### src/rtl/io_btn_conditioner.sv
// Pushbutton/switch conditioner: per-channel synchroniser, debounce, edge detect,
// software-cleared sticky event flags and a registered interrupt request.

module io_btn_ch #(
  parameter int SYNC_STAGES     = 2,
  parameter int DEBOUNCE_CYCLES = 16,
  parameter int EDGE_MODE       = 0,
  parameter int ACTIVE_LOW      = 0
) (
  input  logic i_clk,
  input  logic i_rst,
  input  logic i_btn,
  input  logic i_clr,
  output logic o_level,
  output logic o_rise,
  output logic o_fall,
  output logic o_sticky
);
  localparam int CW = $clog2(DEBOUNCE_CYCLES + 1);
  localparam logic [CW-1:0] CNT_LAST = CW'(DEBOUNCE_CYCLES - 1);

  logic [SYNC_STAGES-1:0] sync_q;
  logic [CW-1:0]          cnt;
  logic raw, sync, next_stable, rise_n, fall_n, evt;

  assign raw  = (ACTIVE_LOW != 0) ? ~i_btn : i_btn;
  assign sync = sync_q[SYNC_STAGES-1];

  // o_level doubles as the debounced 'stable' register
  always_comb begin
    next_stable = o_level;
    if (sync != o_level && cnt == CNT_LAST) next_stable = sync;
    rise_n = next_stable & ~o_level;
    fall_n = ~next_stable & o_level;
    case (EDGE_MODE)
      0:       evt = rise_n;
      1:       evt = fall_n;
      default: evt = rise_n | fall_n;
    endcase
  end

  always_ff @(posedge i_clk) begin
    if (i_rst) begin
      sync_q   <= '0;
      cnt      <= '0;
      o_level  <= 1'b0;
      o_rise   <= 1'b0;
      o_fall   <= 1'b0;
      o_sticky <= 1'b0;
    end else begin
      sync_q <= {sync_q[SYNC_STAGES-2:0], raw};
      if (sync == o_level || cnt == CNT_LAST) cnt <= '0;
      else                                    cnt <= cnt + 1'b1;
      o_level  <= next_stable;
      o_rise   <= rise_n;
      o_fall   <= fall_n;
      // a new event outranks a clear landing in the same cycle
      o_sticky <= (o_sticky & ~i_clr) | evt;
    end
  end
endmodule

module io_btn_conditioner #(
  parameter int NUM_CH          = 4,
  parameter int SYNC_STAGES     = 2,
  parameter int DEBOUNCE_CYCLES = 16,
  parameter int EDGE_MODE       = 0,
  parameter int ACTIVE_LOW      = 0
) (
  input  logic              i_clk,
  input  logic              i_rst,
  input  logic [NUM_CH-1:0] i_btn,
  input  logic [NUM_CH-1:0] i_clr,
  input  logic [NUM_CH-1:0] i_irq_en,
  output logic [NUM_CH-1:0] o_level,
  output logic [NUM_CH-1:0] o_rise,
  output logic [NUM_CH-1:0] o_fall,
  output logic [NUM_CH-1:0] o_sticky,
  output logic              o_irq
);
  io_btn_ch #(
    .SYNC_STAGES(SYNC_STAGES), .DEBOUNCE_CYCLES(DEBOUNCE_CYCLES),
    .EDGE_MODE(EDGE_MODE), .ACTIVE_LOW(ACTIVE_LOW)
  ) u_ch [NUM_CH-1:0] (
    .i_clk(i_clk), .i_rst(i_rst), .i_btn(i_btn), .i_clr(i_clr),
    .o_level(o_level), .o_rise(o_rise), .o_fall(o_fall), .o_sticky(o_sticky)
  );

  always_ff @(posedge i_clk) begin
    if (i_rst) o_irq <= 1'b0;
    else       o_irq <= |(o_sticky & i_irq_en);
  end
endmodule

### config.mk
export PLATFORM = sky130hd
export DESIGN_NAME = io_btn_conditioner
export DESIGN_NICKNAME = d
export VERILOG_FILES = /design/src/rtl/io_btn_conditioner.sv
export SDC_FILE = /design/constraint.sdc
export NUM_CORES = 1
export LEC_CHECK = 0
export BUFFER_PORTS_ARGS = -buffer_cell sky130_fd_sc_hd__buf_2
export CAP_MARGIN = 15
export CORE_MARGIN = 2
export CORE_UTILIZATION = 50
export CTS_CLUSTER_DIAMETER = 150
export DETAILED_ROUTE_END_ITERATION = 8
export PLACE_DENSITY = 0.72
export SETUP_SLACK_MARGIN = 0.2
export SLEW_MARGIN = 20
export SYNTH_ARGS = -nofsm -noshare
export SYNTH_HDL_FRONTEND = slang
export SYNTH_SLANG_ARGS = --single-unit
### constraint.sdc
create_clock -name i_clk -period 2.8 [get_ports i_clk]
set_input_delay 0.14 -clock i_clk [delete_from_list [all_inputs] [get_ports i_clk]]
set_output_delay 0.14 -clock i_clk [all_outputs]
set_load 0.01 [all_outputs]
* Word-level counts from Yosys, hierarchy flattened
Index checks and enable logic that the tools add are counted.
** Storage, ports and cells
- Flip-flop bits (word level) :: 45
- Input port bits :: 14
- Word-level logic and storage cells :: 87
** Operators by class
- Add/sub/neg operators :: 4
- Equality and inequality tests :: 12
- Mux-type cells :: 4
- Bitwise logic cells :: 29
- Reduce and logical (&&, ||, !) cells :: 13
** Operators by type and width (number)
- 5-bit by 1-bit adder with 5-bit output, second input constant :: 4
- 5-bit by 4-bit equality test with 1-bit output, second input constant :: 4
- 1-bit AND :: 12
- 1-bit NOT :: 12
- 2-bit OR reduction :: 4
- 4-bit AND :: 1
- 1-bit equality test :: 4
- 1-bit logical AND :: 4
- 1-bit logical OR :: 4
- 1-bit two-way mux :: 4
- 1-bit inequality test :: 4
- 1-bit OR :: 4
- 4-bit OR reduction :: 1

* Depth between registers and ports, before layout
- Depth after elaboration :: 5
- Mapped depth :: 5

* Cells and area by module
From an unflattened synthesis, not the netlist that was laid out.
** Unflattened totals
- Cell total of the unflattened synthesis :: 140
- Area total of the unflattened synthesis :: 1571.5 um^2
** By module, submodules not included
- io_btn_ch :: times used 4, cells each 34, area each 382.9 um^2, sequential area each 220.2 um^2
- io_btn_conditioner :: times used 1, cells each 4, area each 40.0 um^2, sequential area each 20.0 um^2

* Worst setup path before layout
OpenSTA, ideal clock, no wires.
- Kind :: reg-to-reg
- Start point :: reg u_ch[0].cnt[0]
- End point :: reg u_ch[0].cnt[2]
- Library setup time :: 0.064 ns
- Data arrival time :: 1.392 ns
- Data required time :: 2.736 ns
- Path slack :: 1.344 ns
- Stages on the path, launching flop included :: 6
- Buffers on the path :: 0
- Path through :: dfxtp_1 -> ha_1 -> and3_1 -> ha_1 -> or3_4 -> nor2_1
** Between the ends
- Cells in the longest elaborated chain, start to end :: 3
- Elaborated cells on any way between the ends :: 4
** RTL lines
- start: declaration :: RTL line 23 : logic [CW-1:0] cnt;
- start signal: assignment :: RTL line 53 : else cnt <= cnt + 1'b1;
- branches (longest 3 deep; another with 5-bit by 1-bit adder with 5-bit output)
Parallel ways; which one is timed is not known.
A chain may end at the register's enable or synchronous reset.

* Worst setup path after layout
Same ends and word-level chain as after synthesis.

==> out/qor.log <==
[detailed_routing] final wirelength 2.51 mm
[detailed_routing] first-pass detailed-route iteration total 3
[timing] Achievable Freq 632 MHz
[detailed_routing] via/cell ratio 4.71
[synth] Mapped Nets 181
[synth] distinct cell type count of the synthesized netlist 18
[detailed_routing] remaining antenna violation count after routing 0
[critical_path] Crit-path slowest cell sky130_fd_sc_hd__or3_4
[grt] all-layer global routing usage 14.6%
[synth] Post-Synthesis Cell Area 1700 µm²
[critical_path] longest individual stage delay on the worst path 0.42 ns
[synth] dominant cell type by area after synthesis sky130_fd_sc_hd__dfxtp_1
[clock_network] count of clock tree sinks 45
[synth] part of the Yosys area used for sequential elements 52.9%
[critical_path] critical path, cell by cell ha_1, and3_1, ha_1, or3_4, nor2_1
[timing] Max Slew Vio Count 0
[min_path] class of the tightest hold or removal check input pin to flip-flop
[detailed_routing] average routed wire per standard cell 11.0 µm
[critical_path] Most Frequent Cell on Critical Path sky130_fd_sc_hd__ha_1
[layout] signed area change from the synthesized netlist to the final layout 9.76%
[floorplanning] chip width 62.4 µm
[grt] vias in the first global route 1,055
[synth] flops & latches, synth 45
[clock_network] register clock-pin slew on the reported worst setup and hold paths 0.12 ns
[timing] time the final worst path needs with I/O delays and setup 1.58 ns
[run] number of violations of the max-capacitance limit 0
[critical_path] worst setup path class flip-flop to flip-flop
[timing] Setup violations, final 0
[floorplanning] area of the core region 3310 µm²
[clock_network] post-cts repair resize count 0
[pwr] worst-case vdd ir drop 0.315 mV
[critical_path] Worst Path Max Fanout 5
[pwr] Leakage Power 0.827 nW
[clock_network] clock latency on the worst-skew pair 0.35 ns
[detailed_routing] residual DRC count 0
[synth] gate count after technology mapping 159
[detailed_routing] via total after detailed routing 1,074
[layout] final instance count without filler cells 228
[layout] Layout fillers 299
[floorplanning] effective utilization at floorplan 51.5%
[grt] GRT overflow 0
[synth] syn avg cell area 10.7 µm²
[place] half-perimeter wire length of the detailed placement result 1.88 mm
[layout] most common library cell in the layout ignoring fill and taps sky130_fd_sc_hd__dfxtp_1
[clock_network] Clock Tree Root sky130_fd_sc_hd__clkbuf_4
[timing] Max-slew headroom 70.2%
[timing] Post-Route Setup TNS 0 ns
[timing] Least-Margin Pin Slew 0.446 ns
[critical_path] kind of start point of the critical path flip-flop
[outcome] result of the run complete, no violations
[critical_path] required arrival time at the worst endpoint 3.10 ns
[floorplanning] floorplan die area 3890 µm²
[critical_path] kind of end point of the critical path flip-flop
[layout] # nets final 203
[grt] largest net degree at the start of global routing 30
[grt] first-pass GRT wire length 4.40 mm
[clock_network] TritonCTS clock tree done
[place] Placer Congestion 0.690
[place] number of port buffers 30
[timing] clock skew after layout 0.00862 ns
[layout] most used cells in the layout excluding fill and tap cells 45 x sky130_fd_sc_hd__dfxtp_1, 30 x sky130_fd_sc_hd__buf_2, 28 x sky130_fd_sc_hd__nor2_1
[timing] RSZ-0062 raised after global routing no
[pwr] pwr/cell area 520 nW/µm²
[synth] fraction of synthesized cell area taken by the top area cell type 52.9%
[synth] Yosys warning count 0
[clock_network] level count of the clock H-tree 2
[detailed_routing] starting DRC count in detailed routing 35
[timing] Hold WS 0.0775 ns
[layout] number of diodes 0
[timing] Tcrit/Tclk final 56.5%
[floorplanning] vertical die dimension 62.4 µm
[synth] largest cells by area after synthesis sky130_fd_sc_hd__dfxtp_1 53%, sky130_fd_sc_hd__buf_4 7.0%, sky130_fd_sc_hd__nor2_1 6.2%, sky130_fd_sc_hd__and4bb_2 5.9%, sky130_fd_sc_hd__ha_1 5.9%
[floorplanning] cell row count 21
[layout] layout cells sized above 1 26.9%
[clock_network] CTS Buf Count 5
[floorplanning] I/O pin cnt 31
[critical_path] critical path data arrival time 1.88 ns
[timing] total count of hold-check failures in the final report 0
[place] placed cell count 216
[clock_network] buffer levels on the longest clock path 2
[grt] initial antenna violation count 0
[logic make-up (layout without fill, tap and decap cells)]
logic type	count (synthesis)	after routing	synth area share, %
buf+inv	27	50	9.55
flops	45	45	52.9
xor+xnor	12	12	6.17
compound gates	7	7	2.94
mux	4	4	2.35
fa+ha+maj	8	8	5.87
simple gates	56	56	20.3
[critical path, delay by kind of cell (launching register included)]
| kind | cells | cell delay, ns |
|---|---|---|
| simple gates | 3 | 0.73 |
| fa+ha+maj | 2 | 0.45 |
| flops | 1 | 0.35 |
[path summary, 6_finish.rpt]
check	from	to	slack (ns)	cells past startpoint
min	i_clr[3]	u_ch[3].o_sticky	0.08	3
max reg2reg	u_ch[0].cnt[0]	u_ch[0].cnt[2]	1.22	5
max	u_ch[0].cnt[0]	u_ch[0].cnt[2]	1.22	5
min reg2reg	u_ch[3].cnt[0]	u_ch[3].cnt[0]	0.45	1
[synth_stat cells]
| cell type | number |
|---|---|
| sky130_fd_sc_hd__a21o_1 | 4 |
| sky130_fd_sc_hd__a21oi_1 | 1 |
| sky130_fd_sc_hd__a22oi_1 | 2 |
| sky130_fd_sc_hd__and3_1 | 4 |
| sky130_fd_sc_hd__and4bb_2 | 8 |
| sky130_fd_sc_hd__buf_2 | 1 |
| sky130_fd_sc_hd__buf_4 | 16 |
| sky130_fd_sc_hd__clkbuf_1 | 2 |
| sky130_fd_sc_hd__dfxtp_1 | 45 |
| sky130_fd_sc_hd__ha_1 | 8 |
| sky130_fd_sc_hd__inv_1 | 8 |
| sky130_fd_sc_hd__mux2i_1 | 4 |
| sky130_fd_sc_hd__nand3_1 | 4 |
| sky130_fd_sc_hd__nor2_1 | 28 |
| sky130_fd_sc_hd__nor2b_1 | 8 |
| sky130_fd_sc_hd__or3_4 | 4 |
| sky130_fd_sc_hd__xnor2_1 | 8 |
| sky130_fd_sc_hd__xor2_1 | 4 |
[registers in the layout (all words and copies together) (netlist names)]
name and cells:
o_irq 1, u_ch.cnt 20, u_ch.o_fall 4, u_ch.o_level 4, u_ch.o_rise 4, u_ch.o_sticky 4
u_ch.sync_q 8
[metal layers]
metal | routed length [µm] | vias to the layer above | GRT usage, %
li1 | - | 548 | -
met1 | 1110 | 493 | 15.6
met2 | 1190 | 27 | 25.0
met3 | 153 | 6 | 5.95
met4 | 56 | 0 | 7.50
met5 | 0 | - | 0
[power by group]
| part | switching (mW) | internal [mW] |
|---|---|---|
| combinational | 0.0136 | 0.0196 |
| sequential | 0.00420 | 0.647 |
| clock | 0.193 | 0.0958 |
| total | 0.211 | 0.763 |
[area by class of cell]
class | count | area, µm² | area share [%]
Clock buffer | 6 | 41.3 | 2.21
Clock inverter | 2 | 10.0 | 0.535
Inverter | 8 | 30.0 | 1.61
Multi-Input combinational cell | 87 | 641 | 34.2
Sequential cell | 45 | 901 | 48.2
Tap cell | 46 | 57.6 | 3.08
Timing Repair Buffer | 34 | 190 | 10.2
[through the flow]
step | util [%] | power [mW] | area [µm²] | setup slack, ns
6_report | 56.5 | 0.973 | 1870 | 1.22
5_1_grt | 56.5 | 1.02 | 1870 | 1.14
4_1_cts | 56.5 | 0.987 | 1870 | 1.20
3_5_place_dp | 53.7 | 0.696 | 1780 | 1.23
3_3_place_gp | 53.7 | 0.694 | 1780 | 1.31
2_1_floorplan | - | 0.683 | 1700 | 1.34
[what timing repair did]
item                      4_1_cts  5_1_grt
buffers inserted                0        0
hold buffers                    4        0
hold endpoints to repair        4        0
No activity file was read; power rests on OpenSTA's default activity.
